File: config.mk
export PLATFORM = sky130hd
export DESIGN_NAME = seq_gen
export DESIGN_NICKNAME = d
export VERILOG_FILES = /design/src/rtl/seq_gen.sv
export SDC_FILE = /design/constraint.sdc
export NUM_CORES = 1
export LEC_CHECK = 0
export CELL_PAD_IN_SITES_DETAIL_PLACEMENT = 1
export CELL_PAD_IN_SITES_GLOBAL_PLACEMENT = 1
export CORE_MARGIN = 2
export CORE_UTILIZATION = 49
export CTS_CLUSTER_SIZE = 10
export DETAILED_ROUTE_END_ITERATION = 10
export DONT_BUFFER_PORTS = 1
export PLACE_DENSITY = 0.9
export RECOVER_POWER = 25
export SLEW_MARGIN = 25
export SYNTH_ARGS = -nofsm -noshare
export SYNTH_HDL_FRONTEND = slang
export SYNTH_SLANG_ARGS = --single-unit
File: constraint.sdc
create_clock -name clk -period 2.2 [get_ports clk]
set_input_delay 0.44 -clock clk [delete_from_list [all_inputs] [get_ports clk]]
set_output_delay 0.44 -clock clk [all_outputs]
set_load 0.03 [all_outputs]
File: src/rtl/seq_gen.sv
// Nibble-sequence stimulus generator: emits one LEN-nibble frame per start, waits for the
// classifier verdict (or a timeout), and keeps saturating pass/fail counts.
module seq_gen #(
  parameter int unsigned LEN     = 3,
  parameter int unsigned TIMEOUT = 16
) (
  input  logic       clk,
  input  logic       rst,
  input  logic       start,
  input  logic [1:0] mode,
  input  logic [3:0] seed,
  output logic       out_valid,
  output logic [3:0] out_data,
  input  logic       resp_valid,
  input  logic       resp_data,
  output logic       busy,
  output logic       done,
  output logic       pass,
  output logic       timeout,
  output logic [7:0] pass_cnt,
  output logic [7:0] fail_cnt
);

  typedef enum logic [1:0] {StIdle, StSend, StWait, StReport} state_e;

  localparam logic [3:0] IncMax   = 4'(16 - LEN);
  localparam logic [3:0] DecMin   = 4'(LEN - 1);
  localparam logic [2:0] LastIdx  = 3'(LEN - 1);
  localparam logic [7:0] WaitLast = 8'(TIMEOUT - 1);

  state_e     state_q, state_d;
  logic [1:0] mode_q, mode_d;
  logic [3:0] seed_q, seed_d;
  logic [3:0] base_q, base_d;
  logic [2:0] idx_q, idx_d;
  logic [7:0] wcnt_q, wcnt_d;
  logic       verdict_q, verdict_d;
  logic       to_q, to_d;
  logic       out_valid_d, busy_d, done_d, pass_d, timeout_d;
  logic [3:0] out_data_d;
  logic [7:0] pass_cnt_d, fail_cnt_d;
  logic [3:0] nib;

  always_comb begin
    nib = seed_q;
    unique case (mode_q)
      2'd0:    nib = base_q + {1'b0, idx_q};
      2'd1:    nib = base_q - {1'b0, idx_q};
      2'd2:    nib = idx_q[0] ? (seed_q ^ 4'h8) : seed_q;
      default: nib = seed_q;
    endcase
  end

  // Outputs are registered from the current state, so they trail the state by one cycle.
  always_comb begin
    state_d     = state_q;
    mode_d      = mode_q;
    seed_d      = seed_q;
    base_d      = base_q;
    idx_d       = idx_q;
    wcnt_d      = wcnt_q;
    verdict_d   = verdict_q;
    to_d        = to_q;
    pass_cnt_d  = pass_cnt;
    fail_cnt_d  = fail_cnt;
    out_valid_d = 1'b0;
    out_data_d  = 4'h0;
    done_d      = 1'b0;
    pass_d      = 1'b0;
    timeout_d   = 1'b0;
    busy_d      = (state_q != StIdle);
    unique case (state_q)
      StIdle: begin
        if (start) begin
          state_d = StSend;
          mode_d  = mode;
          seed_d  = seed;
          idx_d   = 3'd0;
          if (mode == 2'd0) base_d = (seed > IncMax) ? IncMax : seed;
          else              base_d = (seed < DecMin) ? DecMin : seed;
        end
      end
      StSend: begin
        out_valid_d = 1'b1;
        out_data_d  = nib;
        if (idx_q == LastIdx) begin
          state_d   = StWait;
          wcnt_d    = 8'd0;
          verdict_d = 1'b0;
          to_d      = 1'b0;
        end else begin
          idx_d = idx_q + 3'd1;
        end
      end
      StWait: begin
        // A response on the final wait cycle takes priority over the timeout.
        if (resp_valid) begin
          verdict_d = resp_data;
          state_d   = StReport;
        end else if (wcnt_q == WaitLast) begin
          to_d    = 1'b1;
          state_d = StReport;
        end else begin
          wcnt_d = wcnt_q + 8'd1;
        end
      end
      StReport: begin
        done_d    = 1'b1;
        timeout_d = to_q;
        pass_d    = !to_q && (verdict_q == !mode_q[1]);
        if (pass_d) begin
          if (pass_cnt != 8'hFF) pass_cnt_d = pass_cnt + 8'd1;
        end else begin
          if (fail_cnt != 8'hFF) fail_cnt_d = fail_cnt + 8'd1;
        end
        state_d = StIdle;
      end
      default: state_d = StIdle;
    endcase
  end

  always_ff @(posedge clk or posedge rst) begin
    if (rst) begin
      state_q   <= StIdle;
      mode_q    <= 2'd0;
      seed_q    <= 4'h0;
      base_q    <= 4'h0;
      idx_q     <= 3'd0;
      wcnt_q    <= 8'd0;
      verdict_q <= 1'b0;
      to_q      <= 1'b0;
      out_valid <= 1'b0;
      out_data  <= 4'h0;
      busy      <= 1'b0;
      done      <= 1'b0;
      pass      <= 1'b0;
      timeout   <= 1'b0;
      pass_cnt  <= 8'd0;
      fail_cnt  <= 8'd0;
    end else begin
      state_q   <= state_d;
      mode_q    <= mode_d;
      seed_q    <= seed_d;
      base_q    <= base_d;
      idx_q     <= idx_d;
      wcnt_q    <= wcnt_d;
      verdict_q <= verdict_d;
      to_q      <= to_d;
      out_valid <= out_valid_d;
      out_data  <= out_data_d;
      busy      <= busy_d;
      done      <= done_d;
      pass      <= pass_d;
      timeout   <= timeout_d;
      pass_cnt  <= pass_cnt_d;
      fail_cnt  <= fail_cnt_d;
    end
  end

endmodule

==> reports/metrics.yaml <==
floorplanning:
  initial_core_util_pct: 51.4
  chipHeight_um: 77.7
  die_area_mm2: 0.00603
  io-pin-count: 36
  core_mm2: 0.00517
  rows: 26
  die_x_um: 77.7
worst_setup_path:
  worstSetupStartpointType: "flip-flop"
  reg2reg_to: "out_data[2]"
  rrSetupSlack_ps: 120
  ff2ff_path_depth: 8
  critical_path_peak_fanout: 6
  crit_end: "out_data[2]"
  worstPathRequired_ps: 2440
  r2r-start: "idx_q[1]"
  crit_type: "reg2reg"
  cp-end-kind: "flip-flop"
  cp.arrival_ps: 2320
  startpoint: "idx_q[1]"
sta:
  final.min_clock_period_ps: 2080
  finalMaxSlewViolations: 0
  setup_viol: 0
  relSlewSlack_pct: 26.9
  finalCritPeriodShare_pct: 94.4
  rsz0062_at_grt: "no"
  finClkSkew_ps: 8.19
  holdWs_ps: 272
  fmax_ghz: 0.482
  final_hold_viol_count: 0
  worstMarginPinSlew_ps: 1100
  setup_tns_ps: 0
clock_network:
  htree_levels: 2
  cts_tree: "yes"
  clkTransAtPathRegs_ps: 100
  cts_sinks: 50
  cts_inserted_buffers: 5
  clk_latency_ps: 310
  cts_max_path_buffers: 2
  root_buffer: "clkbuf_8"
  holdBufCountCts: 0
yosys:
  synth_cell_types: 50
  synth_area_leaders: "dfrtp_1 (47%), ha_1 (6.6%), xnor2_1 (4.6%)"
  synth.cell_area_mm2: 0.00266
  yosys_warnings: 0
  synth_edf_count: 0
  ys_seq_elements: 50
  yosys.area.top_type: "dfrtp_1"
  synth_fp_nets: 285
  synth_area_per_cell_um2: 10.3
  yosysTopAreaCellShare_pct: 47.1
  ys_seq_area_share_pct: 47.1
  synth_ff_type: "dfrtp_1"
  synth_cells: 259
  async_flop_share_pct: 100
place:
  place_hpwl_um: 5050
  numPlacedInstances: 332
  gp_congestion: 0.775
  port_buffers: 0
global_routing:
  grt_usage_pct: 23.9
  grt_max_degree: 29
  antenna_found_initial: 0
  grt_first_pass_wirelength_um: 11400
  grt_pass1_vias: 2323
  gr-total-overflow: 0
pwr:
  power.internal_mw: 2.28
  p_leak_nw: 1.34
  seq_power_share_pct: 43.9
  p_sw_mw: 1.97
  ir_drop_mv: 0.540
  p_comb_share_pct: 43.3
  sw_frac_of_total_pct: 46.4
  clock_power_share_pct: 12.8
  power_density_mw_per_mm2: 1470
route:
  num_vias: 2105
  dr.pass1.iters: 6
  first_iter_violations: 93
  viasPerCell: 6.17
  drc_errors: 0
  ant_nets: 0
  wl_per_cell_um: 19.9
  totalWireLength_um: 6790
finish:
  fillers: 556
  ff_latch_area_mm2: 0.00125
  drive_gt1_share_pct: 12.5
  multi_input_area_mm2: 0.00133
  layout.nets: 296
  stdcell_count: 341
  area_delta_synth_final_pct: 8.61
  diodes: 0
  layout_commonest_cell: "dfrtp_1"
  final_cell_mix: "dfrtp_1 (49), nand2_1 (23), a21oi_1 (16)"
min_path:
  hp-class: "in2reg"
  whs_path_depth: 1
run_status:
  outcome: "finished clean"
job:
  cap_violations: 0
-- how the worst min path moves through the flow --
stage / start / endpoint
after floorplan: base_q[0] / base_q[0]
after global placement: rst / fail_cnt[6]
after detailed placement: rst / fail_cnt[6]
after CTS: rst / idx_q[0]
after global routing: mode[0] / mode_q[0]
final: mode[0] / mode_q[0]
-- per-layer routing --
metal	wire, um	vias to the layer above	GRT usage (%)
met5	0	-	0
met1	2730	1080	26.2
met2	3680	53	44.8
li1	-	960	-
met4	149	0	9.29
met3	233	12	4.77
-- cells by family after synthesis --
family                   share of synthesized area, %
AND/OR/NAND/NOR                                  18.2
AO/OA/AOI/OAI                                    14.2
flip-flops                                       47.1
buffers and inverters                            3.25
XOR/XNOR                                         5.93
adder cells (fa/ha/maj)                          7.34
multiplexers                                     4.09
-- cells in the mapped netlist (all sizes together) (5+ instances only) --
| cell type | n |
|---|---|
| xnor2 | 14 |
| nand3 | 8 |
| o21ai | 10 |
| nor3 | 5 |
| nand4 | 5 |
| mux2 | 7 |
| and3 | 12 |
| inv | 13 |
| nor2 | 11 |
| a21oi | 17 |
| dfrtp | 50 |
| nor2b | 6 |
| ha | 14 |
| nand2 | 23 |
-- power by group through the flow --
stage                     Combinational [mW]  Clock [mW]  Sequential [mW]
after detailed placement                1.78           0             1.88
after floorplan                         1.31           0             1.77
final                                   1.84       0.544             1.87
after CTS                               1.80       0.550             1.87
after global placement                  1.62           0             1.84
after global routing                    2.04       0.588             1.91
-- what timing repair did --
item / in CTS / in global routing
hold endpoints to repair: 0 / 0
resized for setup: 2 / 2
endpoints found under the setup margin: 1 / 2
buffers inserted: 0 / 1
-- layout make-up --
class	instances	area share [%]
clock buffers	6	2.51
clock inverters	2	0.477
inverters	13	1.69
multi-input cells	189	46.2
flip-flops and latches	50	43.4
well taps	70	3.03
repair buffers	11	2.73
-- stage by stage --
step	utilization, %	cell area, um^2	power [mW]	setup WS (ps)
2_1_floorplan	-	2660	3.08	339
3_3_place_gp	53.8	2780	3.46	275
3_5_place_dp	53.8	2780	3.66	45.9
4_1_cts	55.6	2870	4.22	55.1
5_1_grt	55.8	2890	4.54	29.5
6_report	55.8	2890	4.25	124
-- flip-flops by register name, summed over array words and instances (netlist names) --
name,count
wcnt_q,8
state_q,2
verdict_q,1
idx_q,3
done,1
busy,1
seed_q,4
out_valid,1
pass_cnt,8
pass,1
base_q,4
out_data,4
to_q,1
fail_cnt,8
mode_q,2
timeout,1
-- worst max-delay path, cell delays in order (launching register included) --
cell and delay (ps):
dfrtp_2 460, inv_1 130, ha_1 290, nand2_1 140, o21ai_0 130, fa_1 440
xnor2_1 170, nand2_1 80, a21oi_2 160
Note: power is estimated with default switching activity, not from simulation.
